### config.mk
export PLATFORM = sky130hd
export DESIGN_NAME = midi_rx
export DESIGN_NICKNAME = d
export VERILOG_FILES = /design/src/rtl/midi_rx_pkg.sv /design/src/rtl/midi_uart_rx.sv /design/src/rtl/midi_rx.sv
export SDC_FILE = /design/constraint.sdc
export NUM_CORES = 1
export LEC_CHECK = 0
export ABC_AREA = 1
export BUFFER_PORTS_ARGS = -buffer_cell sky130_fd_sc_hd__buf_2
export CAP_MARGIN = 30
export CORE_MARGIN = 1.5
export CORE_UTILIZATION = 36
export CTS_BUF_LIST = sky130_fd_sc_hd__clkbuf_4
export DETAILED_ROUTE_END_ITERATION = 7
export SLEW_MARGIN = 25
export SYNTH_ARGS = -nofsm -noshare
export SYNTH_HDL_FRONTEND = slang
export SYNTH_HIERARCHICAL = 1
export SYNTH_SLANG_ARGS = --single-unit
export TNS_END_PERCENT = 30
### constraint.sdc
create_clock -name clk_i -period 3.5 [get_ports clk_i]
set_input_delay 0.35 -clock clk_i [delete_from_list [all_inputs] [get_ports clk_i]]
set_output_delay 0.35 -clock clk_i [all_outputs]
set_load 0.02 [all_outputs]
### src/rtl/midi_rx_pkg.sv
// Shared constants, state encodings and byte classification for the MIDI receiver.
package midi_rx_pkg;

    localparam int         MIDI_BAUD        = 31250;
    localparam logic [3:0] MIDI_ST_NOTE_OFF = 4'h8;
    localparam logic [3:0] MIDI_ST_NOTE_ON  = 4'h9;
    localparam logic [7:0] MIDI_RT_MIN      = 8'hF8;
    localparam logic [7:0] MIDI_SYS_MIN     = 8'hF0;

    typedef enum logic [2:0] {
        RX_IDLE,
        RX_START,
        RX_DATA,
        RX_STOP,
        RX_BREAK
    } rx_state_e;

    typedef enum logic [2:0] {
        BC_REALTIME,
        BC_SYSTEM,
        BC_NOTE_STATUS,
        BC_OTHER_STATUS,
        BC_DATA
    } byte_class_e;

    // Sort a received byte into the categories the message filter cares about.
    function automatic byte_class_e classify(input logic [7:0] b);
        if (b >= MIDI_RT_MIN) begin
            return BC_REALTIME;
        end else if (b >= MIDI_SYS_MIN) begin
            return BC_SYSTEM;
        end else if (b[7:4] == MIDI_ST_NOTE_OFF || b[7:4] == MIDI_ST_NOTE_ON) begin
            return BC_NOTE_STATUS;
        end else if (b[7]) begin
            return BC_OTHER_STATUS;
        end else begin
            return BC_DATA;
        end
    endfunction

endpackage

### src/rtl/midi_uart_rx.sv
// MIDI UART deserialiser: input synchroniser plus start/data/stop/break FSM.
// Emits a one-cycle byteValid_o with the byte, or frameErr_o on a low stop bit.
module midi_uart_rx
    import midi_rx_pkg::*;
#(
    parameter int CLKS_PER_BIT = 32
) (
    input  logic       clk_i,
    input  logic       nrst_i,
    input  logic       rx_i,
    output logic [7:0] byte_o,
    output logic       byteValid_o,
    output logic       frameErr_o
);

    localparam int             CW       = $clog2(CLKS_PER_BIT);
    localparam logic [CW-1:0]  LAST_CNT = CW'(CLKS_PER_BIT - 1);
    localparam logic [CW-1:0]  HALF_CNT = CW'(CLKS_PER_BIT / 2 - 1);

    logic            rx_meta_q;
    logic            rx_s_q;
    rx_state_e       state_q,     state_d;
    logic [CW-1:0]   baud_q,      baud_d;
    logic [2:0]      bit_q,       bit_d;
    logic [7:0]      shift_q,     shift_d;
    logic            valid_q,     valid_d;
    logic            frame_err_q, frame_err_d;

    // Two-flop synchroniser; idles high so reset does not look like a start bit.
    // NOTE: sequential state uses non-blocking assignments so every flop samples pre-edge values.
    always_ff @(posedge clk_i or negedge nrst_i) begin
        if (!nrst_i) begin
            rx_meta_q <= 1'b1;
            rx_s_q    <= 1'b1;
        end else begin
            rx_meta_q <= rx_i;
            rx_s_q    <= rx_meta_q;
        end
    end

    // RX FSM state, counters, shift register and output strobes.
    always_ff @(posedge clk_i or negedge nrst_i) begin
        if (!nrst_i) begin
            state_q     <= RX_IDLE;
            baud_q      <= '0;
            bit_q       <= '0;
            shift_q     <= '0;
            valid_q     <= 1'b0;
            frame_err_q <= 1'b0;
        end else begin
            state_q     <= state_d;
            baud_q      <= baud_d;
            bit_q       <= bit_d;
            shift_q     <= shift_d;
            valid_q     <= valid_d;
            frame_err_q <= frame_err_d;
        end
    end

    // Next-state logic: mid-bit sampling, LSB first, stop-bit validation.
    always_comb begin
        // NOTE: every signal gets a default first so no path can infer a latch.
        state_d     = state_q;
        baud_d      = baud_q + 1'b1;
        bit_d       = bit_q;
        shift_d     = shift_q;
        valid_d     = 1'b0;
        frame_err_d = 1'b0;
        unique case (state_q)
            RX_IDLE: begin
                baud_d = '0;
                bit_d  = '0;
                if (!rx_s_q) begin
                    state_d = RX_START;
                end
            end
            RX_START: begin
                if (baud_q == HALF_CNT) begin
                    baud_d  = '0;
                    state_d = rx_s_q ? RX_IDLE : RX_DATA;
                end
            end
            RX_DATA: begin
                if (baud_q == LAST_CNT) begin
                    baud_d  = '0;
                    shift_d = {rx_s_q, shift_q[7:1]};
                    bit_d   = bit_q + 3'd1;
                    if (bit_q == 3'd7) begin
                        state_d = RX_STOP;
                    end
                end
            end
            RX_STOP: begin
                if (baud_q == LAST_CNT) begin
                    baud_d = '0;
                    if (rx_s_q) begin
                        valid_d = 1'b1;
                        state_d = RX_IDLE;
                    end else begin
                        frame_err_d = 1'b1;
                        state_d     = RX_BREAK;
                    end
                end
            end
            RX_BREAK: begin
                baud_d = '0;
                if (rx_s_q) begin
                    state_d = RX_IDLE;
                end
            end
            default: begin
                state_d = RX_IDLE;
            end
        endcase
    end

    assign byte_o      = shift_q;
    assign byteValid_o = valid_q;
    assign frameErr_o  = frame_err_q;

endmodule

### src/rtl/midi_rx.sv
// MIDI front end: UART receive, running-status expansion and Note-On/Off filter.
// Completed note messages leave as 3-cycle bursts: status, note, velocity.
module midi_rx
    import midi_rx_pkg::*;
#(
    parameter int CLK_HZ = 12_000_000,
    parameter int BAUD   = MIDI_BAUD
) (
    input  logic       clk_i,
    input  logic       nrst_i,
    input  logic       rx_i,
    output logic       midiByteValid_o,
    output logic [7:0] midiByte_o,
    output logic       frameErr_o
);

    localparam int CLKS_PER_BIT = CLK_HZ / BAUD;

    logic [7:0] rx_byte;
    logic       rx_valid;
    logic       rx_frame_err;

    logic [7:0] run_st_q,     run_st_d;
    logic       data_cnt_q,   data_cnt_d;
    logic [7:0] note_q,       note_d;
    logic [1:0] burst_cnt_q,  burst_cnt_d;
    logic [7:0] burst_st_q,   burst_st_d;
    logic [7:0] burst_note_q, burst_note_d;
    logic [7:0] burst_vel_q,  burst_vel_d;

    midi_uart_rx #(
        .CLKS_PER_BIT(CLKS_PER_BIT)
    ) u_uart (
        .clk_i       (clk_i),
        .nrst_i      (nrst_i),
        .rx_i        (rx_i),
        .byte_o      (rx_byte),
        .byteValid_o (rx_valid),
        .frameErr_o  (rx_frame_err)
    );

    // Running status, partial message and burst snapshot registers.
    always_ff @(posedge clk_i or negedge nrst_i) begin
        if (!nrst_i) begin
            run_st_q     <= '0;
            data_cnt_q   <= 1'b0;
            note_q       <= '0;
            burst_cnt_q  <= '0;
            burst_st_q   <= '0;
            burst_note_q <= '0;
            burst_vel_q  <= '0;
        end else begin
            run_st_q     <= run_st_d;
            data_cnt_q   <= data_cnt_d;
            note_q       <= note_d;
            burst_cnt_q  <= burst_cnt_d;
            burst_st_q   <= burst_st_d;
            burst_note_q <= burst_note_d;
            burst_vel_q  <= burst_vel_d;
        end
    end

    // Message filter: track running status, collect note/velocity, launch bursts.
    always_comb begin
        run_st_d     = run_st_q;
        data_cnt_d   = data_cnt_q;
        note_d       = note_q;
        burst_st_d   = burst_st_q;
        burst_note_d = burst_note_q;
        burst_vel_d  = burst_vel_q;
        burst_cnt_d  = burst_cnt_q;

        if (burst_cnt_q != 2'd0) begin
            burst_cnt_d = (burst_cnt_q == 2'd3) ? 2'd0 : burst_cnt_q + 2'd1;
        end

        // A broken byte abandons the half-built message but keeps running status.
        if (rx_frame_err) begin
            data_cnt_d = 1'b0;
        end

        if (rx_valid) begin
            unique case (classify(rx_byte))
                BC_REALTIME: begin
                    // Realtime bytes may interleave a message; leave state alone.
                end
                BC_NOTE_STATUS: begin
                    run_st_d   = rx_byte;
                    data_cnt_d = 1'b0;
                end
                BC_SYSTEM, BC_OTHER_STATUS: begin
                    run_st_d   = '0;
                    data_cnt_d = 1'b0;
                end
                BC_DATA: begin
                    if (run_st_q != 8'h00) begin
                        if (!data_cnt_q) begin
                            note_d     = rx_byte;
                            data_cnt_d = 1'b1;
                        end else begin
                            data_cnt_d   = 1'b0;
                            burst_cnt_d  = 2'd1;
                            burst_st_d   = run_st_q;
                            burst_note_d = note_q;
                            burst_vel_d  = rx_byte;
                        end
                    end
                end
                default: begin
                end
            endcase
        end
    end

    // Burst output mux; the byte bus reads zero outside a burst.
    always_comb begin
        midiByte_o = 8'h00;
        unique case (burst_cnt_q)
            2'd1:    midiByte_o = burst_st_q;
            2'd2:    midiByte_o = burst_note_q;
            2'd3:    midiByte_o = burst_vel_q;
            default: midiByte_o = 8'h00;
        endcase
    end

    assign midiByteValid_o = (burst_cnt_q != 2'd0);
    assign frameErr_o      = rx_frame_err;

endmodule

After elaboration in Yosys (flattened, before gate mapping)
Cells that the tools add are included.
W data, S select, Z words.
{"block": "op_classes", "n_eq_ne": 22, "bitwise_logic": 1, "n_reduce_logical": 16, "magnitude_cmp": 2, "addsub": 3, "n_mux": 38}
{"operator": "$mux W3", "n": 13}
{"operator": "$pmux W9 S3", "n": 1}
{"operator": "$pmux W8 S3", "n": 1}
{"operator": "$mux W9", "n": 2}
{"operator": "$ge A8 B8 Y1 const B", "n": 2}
{"operator": "$pmux W8 S2", "n": 1}
{"operator": "$pmux W3 S5", "n": 1}
{"operator": "$mux W2", "n": 7}
{"operator": "$eq A3 B2 Y1 const B", "n": 4}
{"operator": "$mux W1", "n": 10}
{"operator": "$ne A2 B1 Y1 const B", "n": 5}
{"operator": "$add A9 B1 Y9 const B", "n": 1}
{"operator": "$eq A3 B3 Y1 const B", "n": 3}
{"operator": "$eq A9 B8 Y1 const B", "n": 1}
{"operator": "$eq A9 B9 Y1 const B", "n": 1}
{"operator": "$eq A4 B4 Y1 const B", "n": 2}
{"operator": "$reduce_and A4 Y1", "n": 2}
{"operator": "$reduce_bool A8 Y1", "n": 1}
{"operator": "$eq A3 B1 Y1 const B", "n": 2}
{"operator": "$pmux W3 S2", "n": 1}
{"operator": "$reduce_and A2 Y1", "n": 3}
{"operator": "$reduce_and A6 Y1", "n": 1}
{"operator": "$reduce_bool A2 Y1", "n": 3}
{"operator": "$reduce_or A2 Y1", "n": 3}
{"operator": "10 further kinds", "n": 11}
{"block": "totals", "out_inout_bits": 10, "elab_cells": 97, "input_bits": 3, "reg_bits": 70}

Longest topological paths before layout
{"block": "depth", "ltp_word": 10, "depth_mapped": 9, "depth_no_buf": 9}

By module
Netlist, hierarchy kept.
{"module": "midi_rx", "area_each_um2": 2160.8, "cells_each": 264, "n_inst": 1, "seq_area_each_um2": 1076.0}
{"module": "midi_uart_rx", "area_each_um2": 1343.8, "cells_each": 152, "n_inst": 1, "seq_area_each_um2": 678.2}

Worst setup path after synthesis
No wires, ideal clock.
{"block": "synth_timing", "path_type": "reg-to-output", "startpoint": "reg burst_cnt_q[0]", "endpoint": "out midiByte_o[0]", "path_stages_with_launch": 8, "required_ns": 3.150, "path_slack_ns": 1.974, "n_path_buf": 1, "arrival_time_ns": 1.176, "path_cell_list": "dfrtp_1 -> inv_1 -> ha_1 -> clkbuf_1 -> nand2_1 -> nand3_1 -> nand2_1 -> inv_1"}
{"block": "synth_via", "elab_chain_len": 2, "word_cells_on_any_way": 4, "cone_classes": "eq/ne (3); mux (1)"}
{"element": "from (decl)", "line_no": "midi_rx.sv:26", "text": "logic [1:0] burst_cnt_q, burst_cnt_d;"}
{"element": "from (signal assigned)", "line_no": "midi_rx.sv:56", "text": "burst_cnt_q <= burst_cnt_d;"}
{"element": "$eq A2 B2 Y1 / $eq A2 B1 Y1 (equally long branches)", "line_no": "midi_rx.sv:118", "text": "unique case (burst_cnt_q)"}
{"element": "$pmux W8 S3 (*)", "line_no": "midi_rx.sv:118"}
{"element": "to (decl)", "line_no": "midi_rx.sv:13", "text": "output logic [7:0] midiByte_o,"}
Every way passes the cells marked *; elsewhere a longest branch is shown, timed or not.

Worst setup path in the final report
Ends and elaborated chain as after synthesis.

==> metrics.md <==
| Metric | Value |
|---|---|
| Total CTS buffers | 9 |
| Total wire length | 6690 µm |
| Finished Cell Area | 3770 µm² |
| Final Core Density | 40.5% |
| PwrDens | 333 nW/µm² |
| Worst r2r dst | data_cnt_q |
| Initial cell density of the core | 37.6% |
| Reg-to-Reg Start | data_cnt_q |
| DR WL/cell | 11.9 µm |
| Die width | 102 µm |
| Classification of the worst-slack hold path | reg -> reg |
| Max Slew Vio Count | 0 |
| Hold buffers post-CTS | 2 |
| RSZ-0062 raised after global routing | no |
| CTS tree | done |
| Largest net degree at the start of global routing | 32 |
| Register share of total power | 64.5% |
| Fraction of layout cells with a size suffix above 1 | 16.6% |
| Reg2reg path depth | 5 |
| Max cap viols | 0 |
| Slowest CP cell | dfrtp_1 |
| CP top delay family | flip-flops |
| Clock share of power | 33.8% |
| Mapped Area | 3500 µm² |
| DRC viols | 0 |
| Avg Inst Size Synth | 8.42 µm² |
| P_sw | 287 µW |
| Router iterations before antenna repair | 4 |
| Synthesis-to-finish area growth | 7.68% |
| Critical path type | reg -> out |
| Most frequent cells in the layout | nand2_1 (170), dfrtp_1 (68), inv_1 (37) |
| Hold path start | u_uart/rx_meta_q |
| Initial antenna violation count | 0 |
| Commonest non-fill, non-tap cell in the layout | nand2_1 |
| Startpoint Class | register |
| Worst Tran Pin Value | 0.794 ns |
| Setup TNS | 0 ns |
| # Post-CTS Setup Buffers | 0 |
| Post-synthesis sequential area ratio | 50.1% |
| Syn Nets | 428 |
| CP required | 3.15 ns |
| CP max stage delay | 0.41 ns |
| Yosys reg bits | 70 |
| Final period utilization | 60.7% |
| Root Buffer | clkbuf_4 |
| Crit path DAT | 1.78 ns |
| Final Net Count | 440 |
| CP Depth | 7 |
| Routed Antenna Nets | 0 |
| DR vias | 2581 |
| Max Fanout on Critical Path | 8 |
| Layout filler cell count | 980 |
| Antenna cell count | 0 |
| Run status | complete, no violations |
| Rows | 35 |
| First-pass GRT wire length | 11700 µm |
| Critical Path, Cell by Cell | inv_1 > ha_1 > nand2_1 > nand3_1 > nand2_1 > inv_1 > buf_2 |
| DRT iter0 DRCs | 96 |
| Core ar. | 9330 µm² |
| Sw Share | 22.8% |
| WP buf/inv | 3 |
| I/O pin count | 13 |
| Layout Skew | 0.0172 ns |
| IO Port Bufs | 12 |
| Total grt overflow | 0 |
| Final Hold Viols | 0 |
| Post-DP HPWL | 4830 µm |
| # clock sinks | 70 |
| Worst-Skew Late Latency | 0.41 ns |
| WHS Path Cells | 0 |
| RePlAce Congestion | 0.843 |
| VDD IR max | 0.161 mV |
| Setup slack, reg-to-reg | 1.86 ns |
| Cells after Synth | 416 |
| Internal | 971 µW |
| Vias in the first global route | 2512 |
| Combinational power share | 1.7% |
| Die Ht | 102 µm |
| Setup crit end kind | output port |
| GRT Total Usage | 14.6% |
| Count of cell types in the netlist | 37 |
| Htree depth | 3 |
| Lkg Pwr | 0.00210 µW |
| Fmax | 470 MHz |
| Placed cell area | 3640 µm² |
| Overall die area | 10300 µm² |
| Post-CTS sizing | 0 |
| Max_slew headroom | 47.1% |
| Min cycle time layout | 2.13 ns |
| Post-DR vias/cell | 4.59 |
| Synth warnings | 6 |
| CTS max path bufs | 2 |
| Final setup fails | 0 |
| Worst-path clk slew | 0.11 ns |
| Hold Path End | u_uart/rx_s_q |
==> logic make-up (layout without fill, tap and decap cells) <==
group | count (synthesis) | in the layout | share of synthesized area, %
simple gates | 258 | 258 | 35.2
compound gates | 14 | 14 | 2.86
flops | 70 | 70 | 50.1
xor+xnor | 3 | 3 | 0.750
fa+ha+maj | 9 | 9 | 3.21
buf+inv | 61 | 78 | 7.68
mux | 1 | 1 | 0.286
==> per-stage QoR <==
step	hold WS (ns)	worst slack (ns)	power [µW]	instances
3_3_place_gp	0.350	1.80	848	544
3_5_place_dp	0.352	1.79	848	544
4_1_cts	0.370	1.32	1280	562
5_1_grt	0.375	1.22	1320	562
2_1_floorplan	0.0544	1.97	828	416
6_report	0.368	1.37	1260	562
==> power by group through the flow <==
| stage | clock network [µW] | registers [µW] | logic [µW] |
|---|---|---|---|
| final | 425 | 811 | 20.9 |
| after global routing | 480 | 812 | 25.4 |
| after CTS | 448 | 811 | 22.7 |
| after detailed placement | 0 | 827 | 20.9 |
| after global placement | 0 | 827 | 20.7 |
| after floorplan | 0 | 827 | 1.05 |
==> sequential cells by signal (all words and copies together), names as in the netlist, 2 cells and up <==
register and cells:
burst_cnt_q 2, burst_note_q 8, burst_st_q 8, burst_vel_q 8
note_q 8, run_st_q 8, u_uart/baud_q 9, u_uart/bit_q 3
u_uart/byte_o 8, u_uart/state_q 3
==> cells in the mapped netlist, drive strengths merged <==
cell type	n	share of area (%)
a21o	1	0.21
a21oi	1	0.14
a31oi	2	0.36
and2	1	0.25
buf	11	2.3
clkbuf	4	0.43
dfrtp	68	49
dfstp	2	1.5
ha	9	3.2
inv	46	4.9
mux2i	1	0.29
nand2	183	21
nand3	22	4.5
nand4	28	5.0
nor2	19	3.3
nor2b	2	0.79
nor3	1	0.14
nor4	1	0.18
o21a	1	0.21
o21ai	8	1.7
o32ai	1	0.25
or2	1	0.18
xnor2	1	0.25
xor2	2	0.50
==> layer usage <==
metal	global-route usage, %	share of wire (%)	vias to the layer above
li1	-	-	1336
met2	23.6	47	37
met5	0	0	-
met4	4.59	2.2	0
met3	4.55	2.9	10
met1	18.7	48	1198
==> worst max-delay path by stage <==
stage	start	end	slack, ns
final	burst_cnt_q[0]	midiByte_o[0]	1.37
after floorplan	burst_cnt_q[0]	midiByte_o[0]	1.97
after CTS	burst_cnt_q[0]	midiByte_o[0]	1.32
after global placement	burst_cnt_q[0]	midiByte_o[0]	1.80
after global routing	burst_cnt_q[0]	midiByte_o[3]	1.22
after detailed placement	burst_cnt_q[0]	midiByte_o[0]	1.79
==> worst register-to-register path, delay by kind of cell, from the launching register on <==
kind	cells	cell delay [ns]
flip-flops	1	0.88
AND/OR/NAND/NOR	4	0.57
buffers and inverters	1	0.16
==> final cells by class <==
cell class                 instances  area (µm²)  share of cell area, %
sequential                        70        1750                   46.5
multi-input combinational        285        1480                   39.3
inverter                          46         173                   4.58
tap                              129         161                   4.28
timing repair buffer              16        95.1                   2.52
clock buffer                      11        82.6                   2.19
clock inverter                     5        26.3                  0.696
No activity file was read; power rests on OpenSTA's default activity.
